--- config.mk ---
export PLATFORM = sky130hd
export DESIGN_NAME = video_timing_monitor_flat
export DESIGN_NICKNAME = d
export VERILOG_FILES = /design/src/rtl/video_timing_monitor_if.sv /design/src/rtl/video_timing_monitor.sv /design/src/flat_wrapper.sv
export SDC_FILE = /design/constraint.sdc
export NUM_CORES = 1
export LEC_CHECK = 0
export CORE_MARGIN = 10
export CORE_UTILIZATION = 59
export DETAILED_ROUTE_END_ITERATION = 10
export GPL_TIMING_DRIVEN = 0
export PLACE_DENSITY = 0.8
export SYNTH_ARGS = -nofsm -noshare
export SYNTH_HDL_FRONTEND = slang
export SYNTH_SLANG_ARGS = --single-unit
--- constraint.sdc ---
create_clock -name clk -period 4.1 [get_ports clk]
set_clock_uncertainty 0.2 [all_clocks]
set_input_delay 0.82 -clock clk [delete_from_list [all_inputs] [get_ports clk]]
set_output_delay 0.82 -clock clk [all_outputs]
set_load 0.005 [all_outputs]
--- src/rtl/video_timing_monitor_if.sv ---
// Raster bundle from the core's video output toward the timing monitor.
//   ce_pix  pixel enable; the other signals are meaningful only when it is 1
//   hsync   active-high horizontal sync
//   hblank  active-high horizontal blank
//   vsync   active-high vertical sync
//   vblank  active-high vertical blank
//   video   8-bit pixel value
// master drives the raster (core or bench); slave observes it (monitor).
interface video_timing_monitor_if;
    logic       ce_pix;
    logic       hsync;
    logic       hblank;
    logic       vsync;
    logic       vblank;
    logic [7:0] video;

    modport master (output ce_pix, hsync, hblank, vsync, vblank, video);
    modport slave  (input  ce_pix, hsync, hblank, vsync, vblank, video);
endinterface

--- src/rtl/video_timing_monitor.sv ---
// Sink-side raster monitor. Measures line/frame geometry, HSync width and a
// per-frame active-pixel checksum, and declares lock once two consecutive
// published frames have identical geometry.
//   clk        system clock, rising edge
//   reset_n    asynchronous active-low reset
//   vin        raster inputs (slave side of video_timing_monitor_if)
//   h_total    ce_pix cycles per line (HSync rise to rise)
//   h_active   active pixels on the last line that had any
//   hs_width   ce_pix cycles with hsync=1 on the last line
//   v_total    lines per frame (HSync rises between VSync rises)
//   v_active   lines holding at least one active pixel
//   pix_sum    sum of video over active pixels of the last frame, mod 2^SUMW
//   frame_done 1-clk pulse when results update
//   locked     geometry stable over two consecutive frames
//   overflow   sticky: some counter saturated; cleared by reset only
//
// state    | meaning
// SEARCH   | no reference geometry yet (after reset or saturation)
// MEASURE  | snapshot held, waiting for a frame that repeats it
// LOCKED   | last published geometry equals the snapshot
module video_timing_monitor #(
    parameter int CW   = 10,
    parameter int SUMW = 16
) (
    input  logic                    clk,
    input  logic                    reset_n,
    video_timing_monitor_if.slave   vin,
    output logic [CW-1:0]           h_total,
    output logic [CW-1:0]           h_active,
    output logic [CW-1:0]           hs_width,
    output logic [CW-1:0]           v_total,
    output logic [CW-1:0]           v_active,
    output logic [SUMW-1:0]         pix_sum,
    output logic                    frame_done,
    output logic                    locked,
    output logic                    overflow
);

    typedef enum logic [1:0] {ST_SEARCH, ST_MEASURE, ST_LOCKED} state_t;

    localparam logic [CW-1:0] CNT_MAX = '1;
    localparam logic [CW-1:0] CNT_ONE = {{(CW-1){1'b0}}, 1'b1};

    function automatic logic [CW-1:0] sat_inc(input logic [CW-1:0] v);
        return (v == CNT_MAX) ? v : v + 1'b1;
    endfunction

    state_t          state;
    logic            prev_hsync;
    logic            prev_vsync;
    logic            vs_seen;
    logic [CW-1:0]   lc;
    logic [CW-1:0]   act_cnt;
    logic [CW-1:0]   hsw_cnt;
    logic [CW-1:0]   line_cnt;
    logic [CW-1:0]   vact_cnt;
    logic [SUMW-1:0] sum_cnt;
    logic [CW-1:0]   cur_h_total;
    logic [CW-1:0]   cur_h_active;
    logic [CW-1:0]   cur_hs_width;
    logic [5*CW-1:0] snap;

    logic            hrise;
    logic            vrise;
    logic            pix_act;
    logic            line_had_act;
    logic            sat;
    logic [SUMW-1:0] pix_val;
    logic [CW-1:0]   h_total_nxt;
    logic [CW-1:0]   h_active_nxt;
    logic [CW-1:0]   hs_width_nxt;
    logic [CW-1:0]   line_nxt;
    logic [CW-1:0]   vact_nxt;
    logic [5*CW-1:0] geom_nxt;

    // The HSync-rise pixel is pixel 0 of the new line, so the closing line's
    // values come from the counters as they stand before this pixel. When
    // HSync and VSync rise together, the line is folded into the *_nxt values
    // first and the frame is published from those.
    always_comb begin
        hrise        = vin.ce_pix & vin.hsync & ~prev_hsync;
        vrise        = vin.ce_pix & vin.vsync & ~prev_vsync;
        pix_act      = ~vin.hblank & ~vin.vblank;
        line_had_act = (act_cnt != '0);
        pix_val      = pix_act ? {{(SUMW-8){1'b0}}, vin.video} : '0;
        h_total_nxt  = cur_h_total;
        h_active_nxt = cur_h_active;
        hs_width_nxt = cur_hs_width;
        line_nxt     = line_cnt;
        vact_nxt     = vact_cnt;
        if (hrise) begin
            h_total_nxt  = sat_inc(lc);
            hs_width_nxt = hsw_cnt;
            line_nxt     = sat_inc(line_cnt);
            if (line_had_act) begin
                h_active_nxt = act_cnt;
                vact_nxt     = sat_inc(vact_cnt);
            end
        end
        geom_nxt = {h_total_nxt, h_active_nxt, hs_width_nxt, line_nxt, vact_nxt};
        sat = vin.ce_pix & ((lc == CNT_MAX)
                          | (~hrise & pix_act & (act_cnt == CNT_MAX))
                          | (~hrise & vin.hsync & (hsw_cnt == CNT_MAX))
                          | (hrise & (line_cnt == CNT_MAX))
                          | (hrise & line_had_act & (vact_cnt == CNT_MAX)));
    end

    always_ff @(posedge clk or negedge reset_n) begin
        if (!reset_n) begin
            state        <= ST_SEARCH;
            prev_hsync   <= 1'b0;
            prev_vsync   <= 1'b0;
            vs_seen      <= 1'b0;
            lc           <= '0;
            act_cnt      <= '0;
            hsw_cnt      <= '0;
            line_cnt     <= '0;
            vact_cnt     <= '0;
            sum_cnt      <= '0;
            cur_h_total  <= '0;
            cur_h_active <= '0;
            cur_hs_width <= '0;
            snap         <= '0;
            h_total      <= '0;
            h_active     <= '0;
            hs_width     <= '0;
            v_total      <= '0;
            v_active     <= '0;
            pix_sum      <= '0;
            frame_done   <= 1'b0;
            locked       <= 1'b0;
            overflow     <= 1'b0;
        end else begin
            frame_done <= 1'b0;
            if (vin.ce_pix) begin
                prev_hsync <= vin.hsync;
                prev_vsync <= vin.vsync;

                if (hrise) begin
                    lc           <= '0;
                    act_cnt      <= {{(CW-1){1'b0}}, pix_act};
                    hsw_cnt      <= CNT_ONE;
                    cur_h_total  <= h_total_nxt;
                    cur_h_active <= h_active_nxt;
                    cur_hs_width <= hs_width_nxt;
                end else begin
                    lc <= sat_inc(lc);
                    if (pix_act)   act_cnt <= sat_inc(act_cnt);
                    if (vin.hsync) hsw_cnt <= sat_inc(hsw_cnt);
                end

                if (vrise) begin
                    line_cnt <= '0;
                    vact_cnt <= '0;
                    sum_cnt  <= pix_val;
                    vs_seen  <= 1'b1;
                    // The first VSync after reset only opens a frame.
                    if (vs_seen) begin
                        h_total    <= h_total_nxt;
                        h_active   <= h_active_nxt;
                        hs_width   <= hs_width_nxt;
                        v_total    <= line_nxt;
                        v_active   <= vact_nxt;
                        pix_sum    <= sum_cnt;
                        frame_done <= 1'b1;
                        case (state)
                            ST_SEARCH: begin
                                state  <= ST_MEASURE;
                                snap   <= geom_nxt;
                                locked <= 1'b0;
                            end
                            ST_MEASURE: begin
                                if (geom_nxt == snap) begin
                                    state  <= ST_LOCKED;
                                    locked <= 1'b1;
                                end else begin
                                    snap <= geom_nxt;
                                end
                            end
                            ST_LOCKED: begin
                                if (geom_nxt != snap) begin
                                    state  <= ST_MEASURE;
                                    snap   <= geom_nxt;
                                    locked <= 1'b0;
                                end
                            end
                            default: begin
                                state  <= ST_SEARCH;
                                locked <= 1'b0;
                            end
                        endcase
                    end
                end else begin
                    line_cnt <= line_nxt;
                    vact_cnt <= vact_nxt;
                    sum_cnt  <= sum_cnt + pix_val;
                end

                // Saturation overrides any lock decision taken this cycle.
                if (sat) begin
                    overflow <= 1'b1;
                    state    <= ST_SEARCH;
                    locked   <= 1'b0;
                end
            end
        end
    end

endmodule

--- src/flat_wrapper.sv ---
// flat-port wrapper written by rule: the top's interface ports become plain ports
module video_timing_monitor_flat 
#(
    parameter int CW   = 10,
    parameter int SUMW = 16
)
  (clk, reset_n, h_total, h_active, hs_width, v_total, v_active, pix_sum, frame_done, locked, overflow, vin_ce_pix, vin_hsync, vin_hblank, vin_vsync, vin_vblank, vin_video);
  video_timing_monitor_if vin_i ();
  input  logic clk;
  input  logic reset_n;
  output logic [CW-1:0] h_total;
  output logic [CW-1:0] h_active;
  output logic [CW-1:0] hs_width;
  output logic [CW-1:0] v_total;
  output logic [CW-1:0] v_active;
  output logic [SUMW-1:0] pix_sum;
  output logic frame_done;
  output logic locked;
  output logic overflow;
  input wire logic [$bits(vin_i.ce_pix)-1:0] vin_ce_pix;
  input wire logic [$bits(vin_i.hsync)-1:0] vin_hsync;
  input wire logic [$bits(vin_i.hblank)-1:0] vin_hblank;
  input wire logic [$bits(vin_i.vsync)-1:0] vin_vsync;
  input wire logic [$bits(vin_i.vblank)-1:0] vin_vblank;
  input wire logic [$bits(vin_i.video)-1:0] vin_video;
  assign vin_i.ce_pix = vin_ce_pix;
  assign vin_i.hsync = vin_hsync;
  assign vin_i.hblank = vin_hblank;
  assign vin_i.vsync = vin_vsync;
  assign vin_i.vblank = vin_vblank;
  assign vin_i.video = vin_video;
  video_timing_monitor #(.CW(CW), .SUMW(SUMW)) u_core (.clk(clk), .reset_n(reset_n), .vin(vin_i), .h_total(h_total), .h_active(h_active), .hs_width(hs_width), .v_total(v_total), .v_active(v_active), .pix_sum(pix_sum), .frame_done(frame_done), .locked(locked), .overflow(overflow));
endmodule
Yosys cells after proc, flatten, opt, wreduce, memory -nomap -nowiden
Index checks and enable logic that the tools add are counted.
Widths: inputs -> output; s select.
{ "op_classes": {"addsub": 6, "n_eq_ne": 15, "n_mux": 39, "bitwise": 22, "n_reduce_logical": 15} }
{ "op_table": {"columns": ["operator", "n"], "rows": [
  ["$mux 10", 19],
  ["$pmux 50 s3", 1],
  ["$mux 50", 2],
  ["$add 10x1->10 const B", 5],
  ["$eq 10x10->1 const B", 5],
  ["$eq 50x50->1", 1],
  ["$ne 50x50->1", 1],
  ["$add 16x16->16", 1],
  ["$mux 16", 1],
  ["$and 1x1->1", 13],
  ["$mux 2", 5],
  ["$reduce_bool 10->1", 1],
  ["$reduce_and 3->1", 3],
  ["$mux 1", 8],
  ["$mux 8", 1],
  ["$reduce_bool 2->1", 4],
  ["$ne 2x1->1 const B", 3],
  ["$ne 3x1->1 const B", 2],
  ["$pmux 2 s3", 1],
  ["$reduce_and 2->1", 3],
  ["$reduce_and 6->1", 1],
  ["$not 1->1", 5],
  ["$reduce_and 5->1", 1],
  ["$or 1x1->1", 4],
  ["6 further kinds", 6]
]} }
{ "word_totals": {"register_bits": 220, "input_bits": 15, "output_inout_bits": 69, "word_cells": 120} }

Depth between registers and ports, before layout
{ "depth": {"ltp_word": 12, "ltp_mapped": 16, "depth_no_buf": 15} }

Least setup slack after synthesis
Ideal clock, no wire load.
{ "synth_timing": {"path_kind": "input-to-reg", "start": "input vin_ce_pix", "end": "register u_core.snap[34]", "setup_ns": 0.125, "t_arrival_ns": 3.464, "required_ns": 3.775, "setup_slack_ns": 0.310, "stages": 13, "path_buffers": 4, "cell_sequence": "buf_4 -> nand3b_4 -> buf_6 -> mux2i_1 -> o211ai_1 -> or4_1 -> nor4_1 -> nand4_1 -> or2_1 -> o21a_1 -> buf_6 -> buf_8 -> mux2_4"} }
{ "synth_via": {"elab_chain_len": 6, "elab_cells_between_ends": 17, "cone_classes": "eq/ne (4); mux (8); bitwise (4); reduce/logical (1)"} }
{ "synth_rtl": {"columns": ["element", "line_no", "rtl"], "rows": [
  ["start, declared", "flat_wrapper.sv:20", "input wire logic [$bits(vin_i.ce_pix)-1:0] vin_ce_pix;"],
  ["$and 1x1->1 (2 in series)", "video_timing_monitor.sv:81", "hrise = vin.ce_pix & vin.hsync & ~prev_hsync;"],
  ["$mux 10", "video_timing_monitor.sv:91", "if (hrise) begin"],
  ["$ne 50x50->1 / $eq 50x50->1 (equally long branches)", "video_timing_monitor.sv:181, video_timing_monitor.sv:173", null],
  ["$ne 2x1->1 (no source line) / $ne 2x2->1 (equally long branches)", null, null],
  ["$reduce_and 6->1 (no source line)", null, null],
  ["end signal, assigned", "video_timing_monitor.sv:169", "snap <= geom_nxt;"],
  ["end signal, assigned", "video_timing_monitor.sv:177", "snap <= geom_nxt;"],
  ["end signal, assigned", "video_timing_monitor.sv:183", "snap <= geom_nxt;"],
  ["end, declared", "video_timing_monitor.sv:61", "logic [5*CW-1:0] snap;"]
]} }
Several ways; a longest one is shown, not always the timed one. The select of a mux whose other input is x is not followed.
A chain may end at the register's enable or synchronous reset.

Worst setup path after layout
{ "layout_timing": {"start": "input vin_hsync", "end": "register u_core.snap[39]"} }
{ "layout_via": {"elab_chain_len": 6, "elab_cells_between_ends": 15, "cone_classes": "eq/ne (4); mux (8); bitwise (2); reduce/logical (1)"} }
{ "layout_rtl": {"columns": ["element", "line_no", "rtl"], "rows": [
  ["start, declared", "flat_wrapper.sv:21", "input wire logic [$bits(vin_i.hsync)-1:0] vin_hsync;"],
  ["$and 1x1->1 (*) (2 in series)", "video_timing_monitor.sv:81", null],
  ["$mux 10", "video_timing_monitor.sv:91", null],
  ["$ne 50x50->1 / $eq 50x50->1 (equally long branches)", "video_timing_monitor.sv:181, video_timing_monitor.sv:173", null],
  ["$ne 2x1->1 (no source line) / $ne 2x2->1 (equally long branches)", null, null],
  ["$reduce_and 6->1 (no source line)", null, null]
]} }
Every way passes the cells marked *; elsewhere a longest branch is shown, timed or not. The select of a mux whose other input is x is not followed.

==> impl_metrics.yaml <==
outcome:
  outcome: "finished clean"
layout:
  mostFrequentLayoutCells: "217 x dfrtp_1, 208 x nand2_1, 96 x nor2_1"
  antenna_cells: 0
  areaGrowthSynthToFinish_pct: 21.2
  final_common_cell: "dfrtp_1"
  drive_gt1_share_pct: 12.1
  nets: 1364
routing:
  drtIter0Drc: 920
  wire_per_inst_microns: 21.3
  vias_per_cell: 6.11
  dr.pass1.iters: 5
  finalWirelength_microns: 34400
  num_vias: 9836
  post-route-drc-count: 0
  ant_nets: 0
setup_path:
  critPathRequiredTime_ns: 4.31
  end_kind: "flip-flop"
  reg2regPathDepth: 15
  r2r_start: "u_core.act_cnt[0]"
  crit_path_max_incr_delay_ns: 0.40
  cp_num_buf_inv: 4
  cp-start-kind: "input port"
  reg2reg_slack_ns: 0.10
  reg2reg_to: "u_core.snap[39]"
  cp_max_fo: 10
  critPathArrivalTime_ns: 4.22
  critPathSlowestCell: "mux2_2"
  crit_chain: "dlygate4sd2_1, nand3b_4, buf_4, mux2_2, xnor2_1, o2111ai_1, a2111o_1, nor4_4, nand4_1, or2_4, o21a_1, buf_6, buf_8, mux2_4"
  crit_family: "simple AND/OR/NAND/NOR gates"
  critPathKind: "in2reg"
synthesis:
  synth_cell_type_count: 80
  synth-compound-area-share_pct: 13.4
  synth_edf_count: 0
  syn_area_sq_um: 11400
  ys_warn_count: 0
  synth_top_area_share_pct: 48.2
  syn_avg_cell_area_sq_um: 9.45
  synth.ff_latch_count: 220
  yosysSeqAreaShare_pct: 48.2
  synth_mux_area_share_pct: 6.93
  synth.largest_area_cell: "dfrtp_1"
  synth_top_family_by_area: "simple AND/OR/NAND/NOR gates"
  synth-main-ff-cell: "dfrtp_1"
  synth_nets: 1238
  synthAdderAreaFrac_pct: 1.71
  synth_xor_area_share_pct: 5.60
  synthTopCellsByArea: "dfrtp_1 48%, nand2_1 6.9%, xnor2_1 3.8%, mux2_4 3.6%, o21ai_0 3.4%"
  async_reset_ff_share_pct: 100
  yosys.area_share.simple_pct: 19.3
  synthCells: 1208
global_route:
  grt_use_met1_pct: 35.4
  antenna_found_initial: 1
  grt_overflow: 0
  busiest_layer: "met2"
  met2_usage_pct: 41.1
  grt_pass1_vias: 9692
  grt_max_degree: 85
  grt_pass1_wl_microns: 54700
  grtUsageTotal_pct: 26.4
  use_met3_pct: 6.33
place:
  portBuffers: 82
  place.detailed.hpwl_microns: 24600
  place_ws_ns: -1.20
  gp_congestion: 0.983
sta:
  hold_viol: 0
  relSlewSlack_pct: 49.5
  tns_ns: 0
  holdWs_ns: 0.0154
  post-route-period-util_pct: 97.8
  fmax_ghz: 0.249
  fin_ws_ns: 0.0918
  fin_crit_ns: 4.01
  worst_pin_slew_ns: 0.758
  finalSetupViolCount: 0
  final_max_slew_viol_count: 0
min_path:
  worst_hold_path_type: "in2async"
floorplanning:
  die_h_microns: 159
  io_pins: 84
  coreArea_sq_um: 18900
  die_w_microns: 159
  initial_core_util_pct: 60.4
  rows: 50
  die-area_sq_um: 25300
flow_run:
  max-cap-violations: 0
cts:
  hold_buffers: 0
  clock_latency_ns: 0.53
  cts_tree: "built"
  cts_buffer_depth: 3
  htreeDepth: 1
  clk_pin_slew_ns: 0.06
  cts_buffers: 24
  clock_sinks: 220
  root_buffer: "clkbuf_16"
power:
  power_density_nw_per_um2: 534
  p_leak_nw: 6.10
  power_mw: 7.39
  peakVddDrop_mv: 0.433
cells in the mapped netlist, types with 5 or more instances:
cell and instances:
and3_1 7, nand2b_1 13, a21oi_1 56, o22ai_1 8, mux2_4 27, a31oi_1 6
a22oi_1 9, and4_1 5, nand3_1 34, inv_1 63, mux2i_1 34, o2111ai_1 5
nor3_1 26, buf_4 6, clkbuf_1 35, o21ai_0 77, xor2_1 23, and2_1 12
dfrtp_1 220, nand2_1 210, or3_1 9, nor2_1 99, nand4_1 19, nor2b_1 9
nor4_1 7, o211ai_1 6, a21o_1 6, o31ai_1 8, ha_1 14, xnor2_1 50
buf_2 6
registers in the layout, summed over array words and instances, names as in the netlist, 2 cells and up:
register	count
u_core.cur_h_active	10
u_core.v_active	10
u_core.pix_sum	16
u_core.vact_cnt	10
u_core.h_total	10
u_core.v_total	10
u_core.sum_cnt	16
u_core.line_cnt	10
u_core.hs_width	10
u_core.state	2
u_core.act_cnt	10
u_core.h_active	10
u_core.cur_h_total	10
u_core.lc	10
u_core.hsw_cnt	10
u_core.snap	50
u_core.cur_hs_width	10
layer usage:
metal / vias to the layer above / routed length (microns) / share of wire [%]
met3: 100 / 3160 / 9.2
met5: - / 19 / 0.055
met1: 4807 / 14300 / 42
met4: 2 / 1270 / 3.7
li1: 4445 / - / -
met2: 482 / 15600 / 45
metrics by stage:
stage / cell area [sq um] / util [%] / std cells
after CTS: 13600 / 72.2 / 1601
after floorplan: 11400 / - / 1208
after global routing: 13800 / 73.2 / 1611
after detailed placement: 12600 / 66.8 / 1552
final: 13800 / 73.2 / 1611
after global placement: 12600 / 66.5 / 1550
power by group:
part           switching, mW  total, mW  internal (mW)  leakage [nW]
Clock                  0.938       2.31           1.37         0.410
Sequential             0.341       2.89           2.55          2.91
Combinational           1.15       2.18           1.03          2.77
Total                   2.43       7.39           4.96          6.10
kinds of logic after synthesis:
kind of cell / count (synthesis)
AND/OR/NAND/NOR: 475
AO/OA/AOI/OAI: 239
flip-flops: 220
buffers and inverters: 121
XOR/XNOR: 73
multiplexers: 65
adder cells (fa/ha/maj): 15
how the worst max path moves through the flow:
stage	start	end	slack [ns]	cells past startpoint
after floorplan	vin_ce_pix	u_core.snap[34]	0.31	13
after global placement	reset_n	u_core.v_active[1]	-7.24	1
after detailed placement	vin_hsync	u_core.snap[38]	-1.20	15
after CTS	u_core.line_cnt[0]	u_core.snap[38]	0.01	13
after global routing	u_core.act_cnt[0]	u_core.snap[38]	-0.03	15
final	vin_hsync	u_core.snap[39]	0.09	14
worst register-to-register path, cell delays in order, from the launching register on:
cell and delay, ns:
dfrtp_2 0.41, inv_2 0.09, ha_1 0.19, nor4b_4 0.32, a31o_4 0.25, buf_4 0.12
a22oi_1 0.10, xnor2_1 0.16, a2111oi_1 0.43, and4b_1 0.34, nand4_1 0.18, or2_4 0.31
o21a_1 0.18, buf_6 0.14, buf_8 0.16, mux2_4 0.31
repair_timing:
action | CTS | global route
setup endpoints to repair | 58 | 53
pin swaps | 7 | 9
resized for setup | 33 | 27
buffers inserted | 7 | 11
area by class of cell:
class | instances | area [sq um]
Clock inverter | 13 | 154
Tap cell | 260 | 325
Sequential cell | 220 | 5510
Buffer | 56 | 333
Fill cell | 1451 | 5060
Inverter | 63 | 236
Multi-Input combinational cell | 867 | 5560
Timing Repair Buffer | 102 | 1030
Clock buffer | 30 | 684
(Power assumes the default switching activity.)
